==> src/rtl/fetch_queue.sv <==
// fetch_queue: instruction-fetch stage between the PC register and decode.
// It keeps at most one instruction-memory request outstanding, buffers the
// returned {pc, instr, exc} entries in a DEPTH-entry FIFO, and presents the
// head entry to decode with a valid/ready handshake. pc_en lets the upstream
// PC advance only in a cycle where a fetch is issued.
// Optional build macro FETCH_ALIGN_CHECK_EN: when defined, a misaligned pc_in
// is not fetched. Instead, a single exception entry is queued for it.
module fetch_queue #(
  parameter int          DEPTH    = 2,
  parameter logic [31:0] RESET_PC = 32'h0000_3000
) (
  input  logic        clk,
  input  logic        reset,
  input  logic [31:0] pc_in,
  output logic        pc_en,
  output logic        imem_req,
  output logic [31:0] imem_addr,
  input  logic        imem_rvalid,
  input  logic [31:0] imem_rdata,
  input  logic        flush,
  output logic        out_valid,
  input  logic        out_ready,
  output logic [31:0] out_pc,
  output logic [31:0] out_instr,
  output logic        out_exc
);

  localparam int AW = $clog2(DEPTH);
  localparam int CW = AW + 1;
  localparam logic [CW-1:0] DEPTH_C = CW'(DEPTH);

  typedef enum logic [1:0] {IDLE, WAIT, DROP} state_t;

  state_t        state_q;
  logic [CW-1:0] count_q;
  logic [AW-1:0] wptr_q, rptr_q;
  logic [31:0]   addr_q;
  logic [31:0]   pc_mem    [DEPTH];
  logic [31:0]   instr_mem [DEPTH];

  logic        has_space;
  logic        issue;
  logic        exc_push;
  logic        push;
  logic        pop;
  logic [31:0] push_pc;
  logic [31:0] push_instr;

  assign has_space = (count_q < DEPTH_C);

`ifdef FETCH_ALIGN_CHECK_EN
  logic        misalign;
  logic        exc_lock_q;
  logic [31:0] exc_pc_q;
  logic        exc_mem [DEPTH];

  // A misaligned PC is never sent to memory. It yields one exception entry
  // until a flush redirects the PC.
  assign misalign = (pc_in[1:0] != 2'b00);
  assign issue    = (state_q == IDLE) && !reset && !flush && has_space && !misalign;
  assign exc_push = (state_q == IDLE) && !reset && !flush && has_space && misalign &&
                    !(exc_lock_q && (exc_pc_q == pc_in));

  // Remember that an exception for this PC is already queued.
  always_ff @(posedge clk) begin
    if (reset || flush) begin
      exc_lock_q <= 1'b0;
    end else if (exc_push) begin
      exc_lock_q <= 1'b1;
      exc_pc_q   <= pc_in;
    end
  end

  // Exception flag storage travels with the pc/instr storage.
  always_ff @(posedge clk) begin
    if (push) exc_mem[wptr_q] <= exc_push;
  end

  assign out_exc = out_valid ? exc_mem[rptr_q] : 1'b0;
`else
  assign issue    = (state_q == IDLE) && !reset && !flush && has_space;
  assign exc_push = 1'b0;
  assign out_exc  = 1'b0;
`endif

  assign imem_req  = issue;
  assign imem_addr = pc_in;
  assign pc_en     = issue;

  // Issue is gated on count < DEPTH, so a response always has a free slot.
  assign push       = ((state_q == WAIT) && imem_rvalid && !flush) || exc_push;
  assign push_pc    = exc_push ? pc_in : addr_q;
  assign push_instr = exc_push ? 32'h0 : imem_rdata;
  assign pop        = out_valid && out_ready && !flush;

  // Request sequencing: IDLE issues, WAIT collects, DROP swallows a flushed response.
  always_ff @(posedge clk) begin
    if (reset) begin
      state_q <= IDLE;
    end else begin
      case (state_q)
        IDLE: if (issue) state_q <= WAIT;
        WAIT: begin
          if (imem_rvalid)  state_q <= IDLE;
          else if (flush)   state_q <= DROP;
        end
        DROP: if (imem_rvalid) state_q <= IDLE;
        default: state_q <= IDLE;
      endcase
    end
  end

  // Latch the request address so the response can be tagged with its PC.
  always_ff @(posedge clk) begin
    if (issue) addr_q <= pc_in;
  end

  // FIFO pointers and occupancy. A flush empties the queue and ignores that cycle's pop.
  always_ff @(posedge clk) begin
    if (reset || flush) begin
      count_q <= '0;
      wptr_q  <= '0;
      rptr_q  <= '0;
    end else begin
      if (push) wptr_q <= wptr_q + 1'b1;
      if (pop)  rptr_q <= rptr_q + 1'b1;
      count_q <= count_q + CW'(push) - CW'(pop);
    end
  end

  // FIFO storage. Entries are valid only while counted, so no reset is needed.
  always_ff @(posedge clk) begin
    if (push) begin
      pc_mem[wptr_q]    <= push_pc;
      instr_mem[wptr_q] <= push_instr;
    end
  end

  assign out_valid = (count_q != '0);
  assign out_pc    = out_valid ? pc_mem[rptr_q]    : 32'h0;
  assign out_instr = out_valid ? instr_mem[rptr_q] : 32'h0;

`ifndef SYNTHESIS
  logic armed_q;
  logic rst_seen_q;

  // Track the first cycle after reset and whether a request has been issued since.
  always_ff @(posedge clk) begin
    if (reset) begin
      armed_q    <= 1'b0;
      rst_seen_q <= 1'b1;
    end else begin
      rst_seen_q <= 1'b0;
      if (issue) armed_q <= 1'b1;
    end
  end

  // Protocol and occupancy sanity checks.
  always_ff @(posedge clk) begin
    if (!reset) begin
      assert (!(armed_q && (state_q == IDLE) && imem_rvalid));
      assert (count_q <= DEPTH_C);
      assert (!rst_seen_q || (pc_in == RESET_PC));
    end
  end
`endif

endmodule

==> config.mk <==
export PLATFORM = sky130hd
export DESIGN_NAME = fetch_queue
export DESIGN_NICKNAME = d
export VERILOG_FILES = /design/src/rtl/fetch_queue.sv
export SDC_FILE = /design/constraint.sdc
export NUM_CORES = 1
export LEC_CHECK = 0
export BUFFER_PORTS_ARGS = -buffer_cell sky130_fd_sc_hd__buf_2
export CELL_PAD_IN_SITES_DETAIL_PLACEMENT = 0
export CELL_PAD_IN_SITES_GLOBAL_PLACEMENT = 1
export CORE_UTILIZATION = 48
export CTS_BUF_LIST = sky130_fd_sc_hd__clkbuf_8
export CTS_CLUSTER_SIZE = 20
export DETAILED_ROUTE_END_ITERATION = 16
export PLACE_DENSITY_LB_ADDON = 0.1
export SLEW_MARGIN = 20
export SYNTH_ARGS = -nofsm -noshare
export SYNTH_HDL_FRONTEND = slang
export SYNTH_SLANG_ARGS = --single-unit
==> constraint.sdc <==
create_clock -name clk -period 18.1 [get_ports clk]
set_input_delay 0.905 -clock clk [delete_from_list [all_inputs] [get_ports clk]]
set_output_delay 0.905 -clock clk [all_outputs]
set_load 0.01 [all_outputs]
======== Yosys cells after proc, flatten, opt, wreduce, memory -nomap -nowiden ========
Memories as Yosys holds them, arrays and structs flattened. A register that Yosys moved wholly into a read port is not among the register bits.
Index checks and enable logic that the tools add are counted.
cells by class
  $add $sub $neg .......................... 4
  reduce and logical (&&, ||, !) cells .... 13
  mux-type cells .......................... 13
  eq/ne operators ......................... 5
  $lt $le $gt $ge ......................... 1
operator list
  cell                                                  count
  two-way mux 32 bit                                    2
  two-way mux 2 bit                                     4
  logical AND 1 bit                                     7
  two-way mux 1 bit                                     6
  case mux 2 bit (3 select lines)                       1
  != test 2 bit (second input constant)                 2
  != test 3 bit (second input constant)                 1
  AND reduction 3 bit                                   1
  adder 1 bit (second input constant)                   2
  adder 2 x 1 -> 2 bit                                  1
  equality test 2 x 1 -> 1 bit (second input constant)  1
  equality test 2 bit (second input constant)           1
  zero test 1 bit                                       2
  zero test 2 bit                                       1
  < comparator 2 bit (second input constant)            1
  nonzero test 2 bit                                    1
  subtractor 2 x 1 -> 2 bit                             1
  logical OR 1 bit                                      1
storage, ports and cells
  bits in writable memories ............... 128
  flip-flop bits (word level) ............. 38
  logic and storage cells ................. 43
  output and inout bits ................... 100
  memories ................................ 2
memories
  name       words  width  read ports  clocked after Yosys merged registers in  write ports  line  source
  instr_mem  2      32     1           1                                        1            39    logic [31:0] instr_mem [DEPTH];
  pc_mem     2      32     1           1                                        1            38    logic [31:0] pc_mem [DEPTH];

======== Longest topological paths before layout ========
Gate-level depths: netlist (run 1).
  depth in word-level cells ............... 6
  mapped depth ............................ 7

======== Least setup slack after synthesis (run 1) ========
Ideal clock, no wire load.
  kind .................................... input-to-reg
  from .................................... input port flush
  to ...................................... memory instr_mem[1][0] (enable)
  required time ........................... 17,434 ps
  stages .................................. 2
  setup time .............................. 666 ps
  slack ................................... 9,746 ps
  arrival time ............................ 7,688 ps
  cells stage by stage .................... buf_2 -> nor4b_1
between the ends
  cells in the longest elaborated chain, start to end .. 4
RTL lines
  item                                     line  source
  start, declared                          20    input logic flush,
  zero test 1 bit                          91    assign push = ((state_q == WAIT) && imem_rvalid && !flush) || exc_push;
  logical AND 1 bit                        91
  two-way mux 1 bit                        133   if (push) begin
  two-way mux 1 bit (not written as such)  135   instr_mem[wptr_q] <= push_instr;
  end, declared                            39
Every way passes these cells.

======== Final worst setup path (run 1) ========
  from .................................... input port flush
  to ...................................... output port imem_req
between the ends
  cells in the longest elaborated chain, start to end .. 3
RTL lines
  item                             line  source
  zero test 1 bit                  81    assign issue = (state_q == IDLE) && !reset && !flush && has_space;
  logical AND 1 bit (2 in series)  81
  end, declared                    16    output logic imem_req,
Every way passes these cells.

==> results of run 1 <==
==> layer usage <==
layer | global-route usage | vias to the layer above | wire length (um) | part of all wire
met5 | 0 | - | 0 | 0
met4 | 0.0761 | 0 | 192 | 0.019
li1 | - | 1621 | - | -
met3 | 0.0465 | 17 | 574 | 0.055
met1 | 0.171 | 1589 | 4350 | 0.42
met2 | 0.268 | 115 | 5240 | 0.51
==> metrics by stage <==
stage | std cells | worst slack (ns) | hold WS [ns] | utilization | total power, mW
2_1_floorplan | 375 | 9.75 | 0.421 | - | 0.457
3_5_place_dp | 670 | 14.92 | 0.430 | 0.558 | 0.467
3_3_place_gp | 670 | 14.95 | 0.422 | 0.558 | 0.466
5_1_grt | 702 | 14.83 | 0.454 | 0.585 | 0.706
4_1_cts | 701 | 14.91 | 0.448 | 0.583 | 0.690
6_report | 702 | 14.94 | 0.445 | 0.585 | 0.682
==> critical path: cells and delay by family <==
kind,cells,cell delay [ns]
buf+inv,3,0.81
simple gates,2,0.53
==> report_power, final <==
group          internal (mW)  total (mW)  switching, mW  leakage, nW
registers              0.429       0.432        0.00239         1.51
logic                 0.0113      0.0263         0.0150         1.11
clock network          0.104       0.224          0.120        0.180
==> final timing paths <==
path | to | slack (ns) | cells after the start
worst min-delay path | pc_mem[1][26] | 0.44 | 0
worst min register to register | pc_mem[1][26] | 0.44 | 0
worst max-delay path | imem_req | 14.94 | 5
worst max register to register | count_q[1] | 16.26 | 7
==> area by class of cell <==
type                    instances  area (um^2)
inverters                       2         7.51
repair buffers                174          901
multi-input cells             156         1130
flip-flops and latches        167         4950
well taps                     172          215
clock buffers                  17          234
clock inverters                14         93.8
fillers                      1037         5350
==> sequential cells by signal, summed over array words and instances, names as in the netlist, named ones only <==
register	count
addr_q	32
count_q	2
instr_mem	64
pc_mem	64
rptr_q	1
state_q	2
wptr_q	1
==> synthesized netlist by cell type, types with 2 or more instances <==
cell type,instances
buf_6,6
buf_2,2
nor3b_1,3
nor3_1,3
mux2i_1,64
buf_4,40
nor2_1,66
ha_1,2
dfxtp_1,7
edfxtp_1,160
mux2_2,3
or3_1,2
nand3b_1,2
inv_1,2
==> cell families (layout without fill, tap and decap cells) <==
family / after synthesis / in the layout
compound gates: 2 / 2
xor+xnor: 1 / 1
other cells: 1 / 1
buf+inv: 52 / 207
fa+ha+maj: 2 / 2
flops: 167 / 167
mux: 67 / 67
simple gates: 83 / 83
==> cell usage in the layout (no fill, tap or decap), types with 2 or more instances in the layout <==
| cell type | netlist | layout |
|---|---|---|
| clkbuf_8 | 0 | 17 |
| mux2i_1 | 64 | 64 |
| nor3_2 | 1 | 2 |
| dfxtp_1 | 7 | 6 |
| nor3b_1 | 3 | 3 |
| edfxtp_1 | 160 | 160 |
| buf_2 | 2 | 167 |
| buf_4 | 40 | 6 |
| clkinv_2 | 0 | 9 |
| nor2_1 | 66 | 65 |
| ha_1 | 2 | 2 |
| clkinv_1 | 0 | 2 |
| inv_1 | 2 | 3 |
| nor3_1 | 3 | 2 |
| mux2_2 | 3 | 3 |
| or3_1 | 2 | 2 |
| nand3b_1 | 2 | 2 |
==> out/results.tsv, run 1 <==
metric	value	unit
Iter 0 DRT Violations	144	
Fin Setup TNS	0	ns
crit-path max FO	34	
Post-CTS Setup Bufs	0	
Ys Warns	0	
Top FF cell, synth	edfxtp_1	
Final Wtd Congestion	0.779	
root buffer selected by CTS	clkbuf_8	
die area	0.0139	mm^2
clock tree sinks	167	
final instance area	0.00753	mm^2
Final Max Slew Viols	0	
worst-case clock buffer depth	2	
routed len/inst	14.8	um
vias in the first global route	3219	
P_leak	2.80	nW
launching point of the worst reg2reg path	state_q[0]	
Worst setup EP type	output pin	
Cell Chain, Critical Path	buf_2 > or3_1 > nor3_2 > buf_4 > buf_2	
CP Data Required Time	17.19	ns
vias	3342	
Max Cap Viol	0	
placed inst area	0.00718	mm^2
main combinational cell family by area after synthesis	multiplexers	
CP peak stage delay	0.42	ns
Synth top area share	0.746	
post-synthesis xor/xnor area fraction	0.00350	
share of cells above drive strength 1	0.400	
Cells after Synth	375	
num rows	41	
cts repair resizes	0	
number of flops mapped to enable cells by yosys	160	
Hold-fix buffers, CTS	0	
fin crit share	0.175	
Least-Margin Pin Slew	0.592	ns
PortBufs	167	
Post-Syn Area	0.00644	mm^2
relative slew slack	0.605	
post-synthesis sequential element count	167	
largest net degree at the start of global routing	65	
post-synthesis mux area share	0.105	
worst setup path category	in2out	
Die Y-Extent	118	um
Nets	589	
Hold Startpoint	addr_q[26]	
sequential-to-total area share from yosys stat	0.767	
Num CTS Buffers	17	
Min Clock Period, post-route	3.16	ns
WP data arrival	2.26	ns
synth unique cells	27	
I/O pin total	169	
Yosys top cell by area	edfxtp_1	
P per Cell Area	90.5	mW/mm^2
placed wire-length estimate	6.44	mm
Avg Cell Area, Syn	17.2	um^2
startpoint type of the worst setup path	input port	
Inserted Diodes	0	
Fmax achieved	316	MHz
post-route DRC violation count	0	
largest cells by area after synthesis	edfxtp_1, mux2i_1, buf_4	
post-route ant nets	0	
Synth async-reset ratio	0	
Area Growth Syn to Fin	16.9	%
first-pass GRT wire length	15.8	mm
Crit-path slowest cell	buf_4	
endpoints failing setup	0	
RSZ-0062 raised after global routing	false	
starting density of the core	0.500	
Hold Crit Class	reg2reg	
Synth Area in Simple Gates	0.0569	
initial antenna violation count	0	
TritonRoute pass-1 iters	4	
core box area	0.0129	mm^2
GRT overflow	0	
CTS tree	built	
vias per cell	4.76	
WL final	10.4	mm
status	finished, final reports clean	
Worst VDD drop	0.0000566	V
syn_nets	446	
worst clock skew	0.00759	ns
GR Util All Layers	0.154	
CP most frequent cell	buf_2	
H-tree depth	4	
Die X	118	um
Synth Area in Compound Gates	0.00194	
CP Launch Point	flush	
final count of hold timing violations	0	
Clock Latency Late Sink	0.44	ns
Synth Area in Adders	0.00388	
clock-pin slew on the worst setup and hold paths	0.07	ns
Power figures use the tool's default switching activity.
==> run 2: changes to the inputs <==
--- a/config.mk
+++ b/config.mk
@@ -8,7 +8,7 @@
 export BUFFER_PORTS_ARGS = -buffer_cell sky130_fd_sc_hd__buf_2
 export CELL_PAD_IN_SITES_DETAIL_PLACEMENT = 0
 export CELL_PAD_IN_SITES_GLOBAL_PLACEMENT = 1
-export CORE_UTILIZATION = 48
+export CORE_UTILIZATION = 45
 export CTS_BUF_LIST = sky130_fd_sc_hd__clkbuf_8
 export CTS_CLUSTER_SIZE = 20
 export DETAILED_ROUTE_END_ITERATION = 16
==> constraint.sdc (replaced) <==
create_clock -name clk -period 3.2 [get_ports clk]
set_input_delay 0.16 -clock clk [delete_from_list [all_inputs] [get_ports clk]]
set_output_delay 0.16 -clock clk [all_outputs]
set_load 0.01 [all_outputs]
==> out/results.tsv, run 2 (synthesis results as in run 1) <==
metric	value	unit
relative slew slack	0.584	
Hold Crit Class	in2reg	
clock tree sinks	167	
worst clock skew	0.00729	ns
launching point of the worst reg2reg path	state_q[0]	
Worst VDD drop	0.000362	V
vias in the first global route	3554	
P per Cell Area	514	mW/mm^2
CP Data Required Time	3.04	ns
Fin Setup TNS	0	ns
endpoints failing setup	0	
Inserted Diodes	0	
core box area	0.0139	mm^2
vias per cell	4.71	
Clock Latency Late Sink	0.45	ns
post-route ant nets	0	
Metal-1 WL	5.08	mm
Min Clock Period, post-route	2.24	ns
share of cells above drive strength 1	0.359	
fin crit share	0.700	
GRT overflow	0	
Max Cap Viol	0	
filler instances	1127	
placed wire-length estimate	6.97	mm
final instance area	0.00836	mm^2
status	finished, final reports clean	
clock-pin slew on the worst setup and hold paths	0.08	ns
Post-CTS Setup Bufs	0	
H-tree depth	4	
vias	3678	
RSZ-0062 raised after global routing	false	
Die X	122	um
Top Metal Used	met4	
Iter 0 DRT Violations	153	
worst-case clock buffer depth	2	
Nets	659	
die area	0.0148	mm^2
post-route DRC violation count	0	
Final Wtd Congestion	0.699	
Final Max Slew Viols	0	
I/O pin total	169	
Num CTS Buffers	17	
Area Growth Syn to Fin	29.7	%
met3 WL	651	um
Hold Startpoint	flush	
WL final	11.8	mm
largest net degree at the start of global routing	38	
GR Util All Layers	0.164	
crit-path max FO	35	
final count of hold timing violations	0	
P_leak	3.14	nW
starting density of the core	0.462	
CTS tree	built	
most frequent cells in the layout	buf_2, edfxtp_1, dlygate4sd3_1	
Least-Margin Pin Slew	0.624	ns
Fmax achieved	447	MHz
TritonRoute pass-1 iters	4	
WP data arrival	2.08	ns
Worst setup EP type	output pin	
routed len/inst	15.1	um
initial antenna violation count	0	
Die Y-Extent	122	um
worst setup path category	reg2out	
PortBufs	167	
first-pass GRT wire length	17.4	mm
startpoint type of the worst setup path	flop	
root buffer selected by CTS	clkbuf_8	
met2 WL	5.86	mm
num rows	43	
most common cell after layout, fill and taps aside	buf_2	
placed inst area	0.00725	mm^2
biggest regs	instr_mem (64), pc_mem (64), addr_q (32)	
[run 2: layout make-up]
cell class | instances | area (um^2) | share of cell area
clock buffers | 17 | 234 | 0.0280
clock inverters | 15 | 210 | 0.0251
inverters | 2 | 7.51 | 0.000898
multi-input cells | 156 | 1150 | 0.138
flip-flops and latches | 167 | 4950 | 0.592
well taps | 180 | 225 | 0.0269
repair buffers | 244 | 1580 | 0.189
[run 2: metal layers]
metal  up-vias  global-route usage
li1       1766                   -
met1      1768               0.189
met2       130               0.281
met3        14              0.0529
met4         0              0.0671
met5         -                   0
[run 2: what timing repair did]
action                                  in CTS  in global routing
resized for setup                            0                  0
hold buffers                                67                  0
endpoints found under the hold margin       99                  0
endpoints found under the setup margin       0                  0
[run 2: where the power goes]
part           leakage (nW)  total [mW]  switching [mW]  internal (mW)
sequential             1.51        2.44          0.0143           2.43
clock                 0.226        1.64           0.721          0.918
combinational          1.41       0.220           0.101          0.119
[run 2: critical path, stage by stage, from the launching register on]
cell and delay [ns]:
dfxtp_4 0.75, buf_4 0.41, mux2i_1 0.25, nor2_1 0.05, buf_2 0.15
[run 2: path summary, 6_finish.rpt]
kind	endpoint	slack, ns	cells after the start
max	out_pc[31]	0.96	4
min	count_q[1]	0.1	2
max reg2reg	count_q[1]	1.27	7
min reg2reg	pc_mem[0][19]	0.45	0
[run 2: stage by stage]
step | util | worst slack [ns] | power, mW | cells | hold WS (ns)
detailed placement | 0.520 | 1.30 | 2.65 | 682 | 0.350
finish | 0.600 | 0.962 | 4.30 | 781 | 0.0987
global route | 0.600 | 0.799 | 4.44 | 781 | 0.0860
CTS | 0.600 | 0.861 | 4.34 | 781 | 0.0623
global placement | 0.520 | 1.39 | 2.64 | 682 | 0.348
floorplan | - | 0.0963 | 2.58 | 375 | 0.238
==> run 3: changes to the inputs <==
--- a/config.mk
+++ b/config.mk
@@ -8,7 +8,7 @@
 export BUFFER_PORTS_ARGS = -buffer_cell sky130_fd_sc_hd__buf_2
 export CELL_PAD_IN_SITES_DETAIL_PLACEMENT = 0
 export CELL_PAD_IN_SITES_GLOBAL_PLACEMENT = 1
-export CORE_UTILIZATION = 45
+export CORE_UTILIZATION = 41
 export CTS_BUF_LIST = sky130_fd_sc_hd__clkbuf_8
 export CTS_CLUSTER_SIZE = 20
 export DETAILED_ROUTE_END_ITERATION = 16
==> constraint.sdc (replaced) <==
create_clock -name clk -period 2 [get_ports clk]
set_input_delay 0.1 -clock clk [delete_from_list [all_inputs] [get_ports clk]]
set_output_delay 0.1 -clock clk [all_outputs]
set_load 0.01 [all_outputs]
==> out/results.tsv, run 3 (synthesis results as in run 1) <==
metric	value	unit
Worst setup EP type	output pin	
TritonRoute pass-1 iters	4	
Nets	678	
largest net degree at the start of global routing	46	
startpoint type of the worst setup path	flop	
H-tree depth	4	
num rows	45	
vias in the first global route	3676	
P_leak	3.24	nW
Max Cap Viol	0	
WP data arrival	1.79	ns
Clock Latency Late Sink	0.44	ns
GR Util All Layers	0.150	
clock-pin slew on the worst setup and hold paths	0.08	ns
Final Wtd Congestion	0.704	
vias	3706	
GRT overflow	0	
Hold Startpoint	flush	
P per Cell Area	757	mW/mm^2
first-pass GRT wire length	17.8	mm
post-route DRC violation count	0	
Power Total	6.48	mW
share of cells above drive strength 1	0.376	
Die Y-Extent	127	um
status	finished, final reports clean	
R2R Setup Slk	0.26	ns
Die X	127	um
worst-case clock buffer depth	2	
worst clock skew	0.00678	ns
Min Clock Period, post-route	1.89	ns
die area	0.0162	mm^2
CP Launch Point	state_q[1]	
most frequent cells in the layout	buf_2, edfxtp_1, dlygate4sd3_1	
vias per cell	4.46	
initial antenna violation count	0	
final worst slack	0.108	ns
crit-path max FO	8	
Hold Crit Class	in2reg	
Place WS	0.316	ns
CP Data Required Time	1.90	ns
endpoints failing setup	0	
placed wire-length estimate	7.14	mm
Area Growth Syn to Fin	32.8	%
WL final	11.8	mm
root buffer selected by CTS	clkbuf_8	
Worst VDD drop	0.000486	V
core box area	0.0153	mm^2
worst setup path category	reg2out	
post-route ant nets	0	
Fmax achieved	528	MHz
Inserted Diodes	0	
CTS tree	built	
Num CTS Buffers	17	
fin crit share	0.946	
routed len/inst	14.2	um
PortBufs	167	
starting density of the core	0.422	
I/O pin total	169	
Iter 0 DRT Violations	113	
final count of hold timing violations	0	
most common cell after layout, fill and taps aside	buf_2	
RSZ-0062 raised after global routing	false	
biggest regs	instr_mem (64), pc_mem (64), addr_q (32)	
clock tree sinks	167	
Final Max Slew Viols	0	
launching point of the worst reg2reg path	state_q[1]	
run 3: path summary, 6_finish.rpt:
| kind | end | cells after the start |
|---|---|---|
| max reg2reg | addr_q[8] | 5 |
| min | count_q[0] | 2 |
| max | imem_req | 4 |
| min reg2reg | pc_mem[1][22] | 0 |
run 3: cell type report:
class | count | area (um^2)
multi-input cells | 156 | 1170
fillers | 1284 | 6700
well taps | 211 | 264
inverters | 2 | 7.51
flip-flops and latches | 167 | 4960
clock buffers | 17 | 234
repair buffers | 263 | 1810
clock inverters | 15 | 121
run 3: worst max-delay path, stage by stage (launching register included):
cell and delay (ns):
dfxtp_4 0.36, or3_4 0.35, nor3_4 0.34, buf_12 0.17, buf_2 0.13
run 3: routing by layer:
metal | track usage | wire length, um
met5 | 0 | 0
met2 | 0.256 | 5790
met4 | 0.0875 | 279
met1 | 0.171 | 5090
met3 | 0.0402 | 631
run 3: power by group:
group	switching, mW	internal, mW	total, mW
logic	0.169	0.225	0.395
registers	0.0215	3.88	3.90
clock network	1.11	1.07	2.18
run 3: through the flow:
step	TNS (ns)	instance area [um^2]	hold WS (ns)	util	std cells
2_1_floorplan	-143.91	6490	0.171	-	375
3_3_place_gp	0	7350	0.287	0.482	715
3_5_place_dp	0	7350	0.290	0.482	715
4_1_cts	-0.0422	8390	0.00911	0.550	815
5_1_grt	0	8560	0.0406	0.561	831
6_report	0	8560	0.0492	0.561	831
run 3: what timing repair did:
action                                  4_1_cts  5_1_grt
endpoints found under the hold margin        99        0
cloned                                        0        1
gates resized for setup                       2        6
pin swaps                                     0        2
endpoints found under the setup margin        2        2
setup buffers                                 0       15
hold buffers                                 68        0
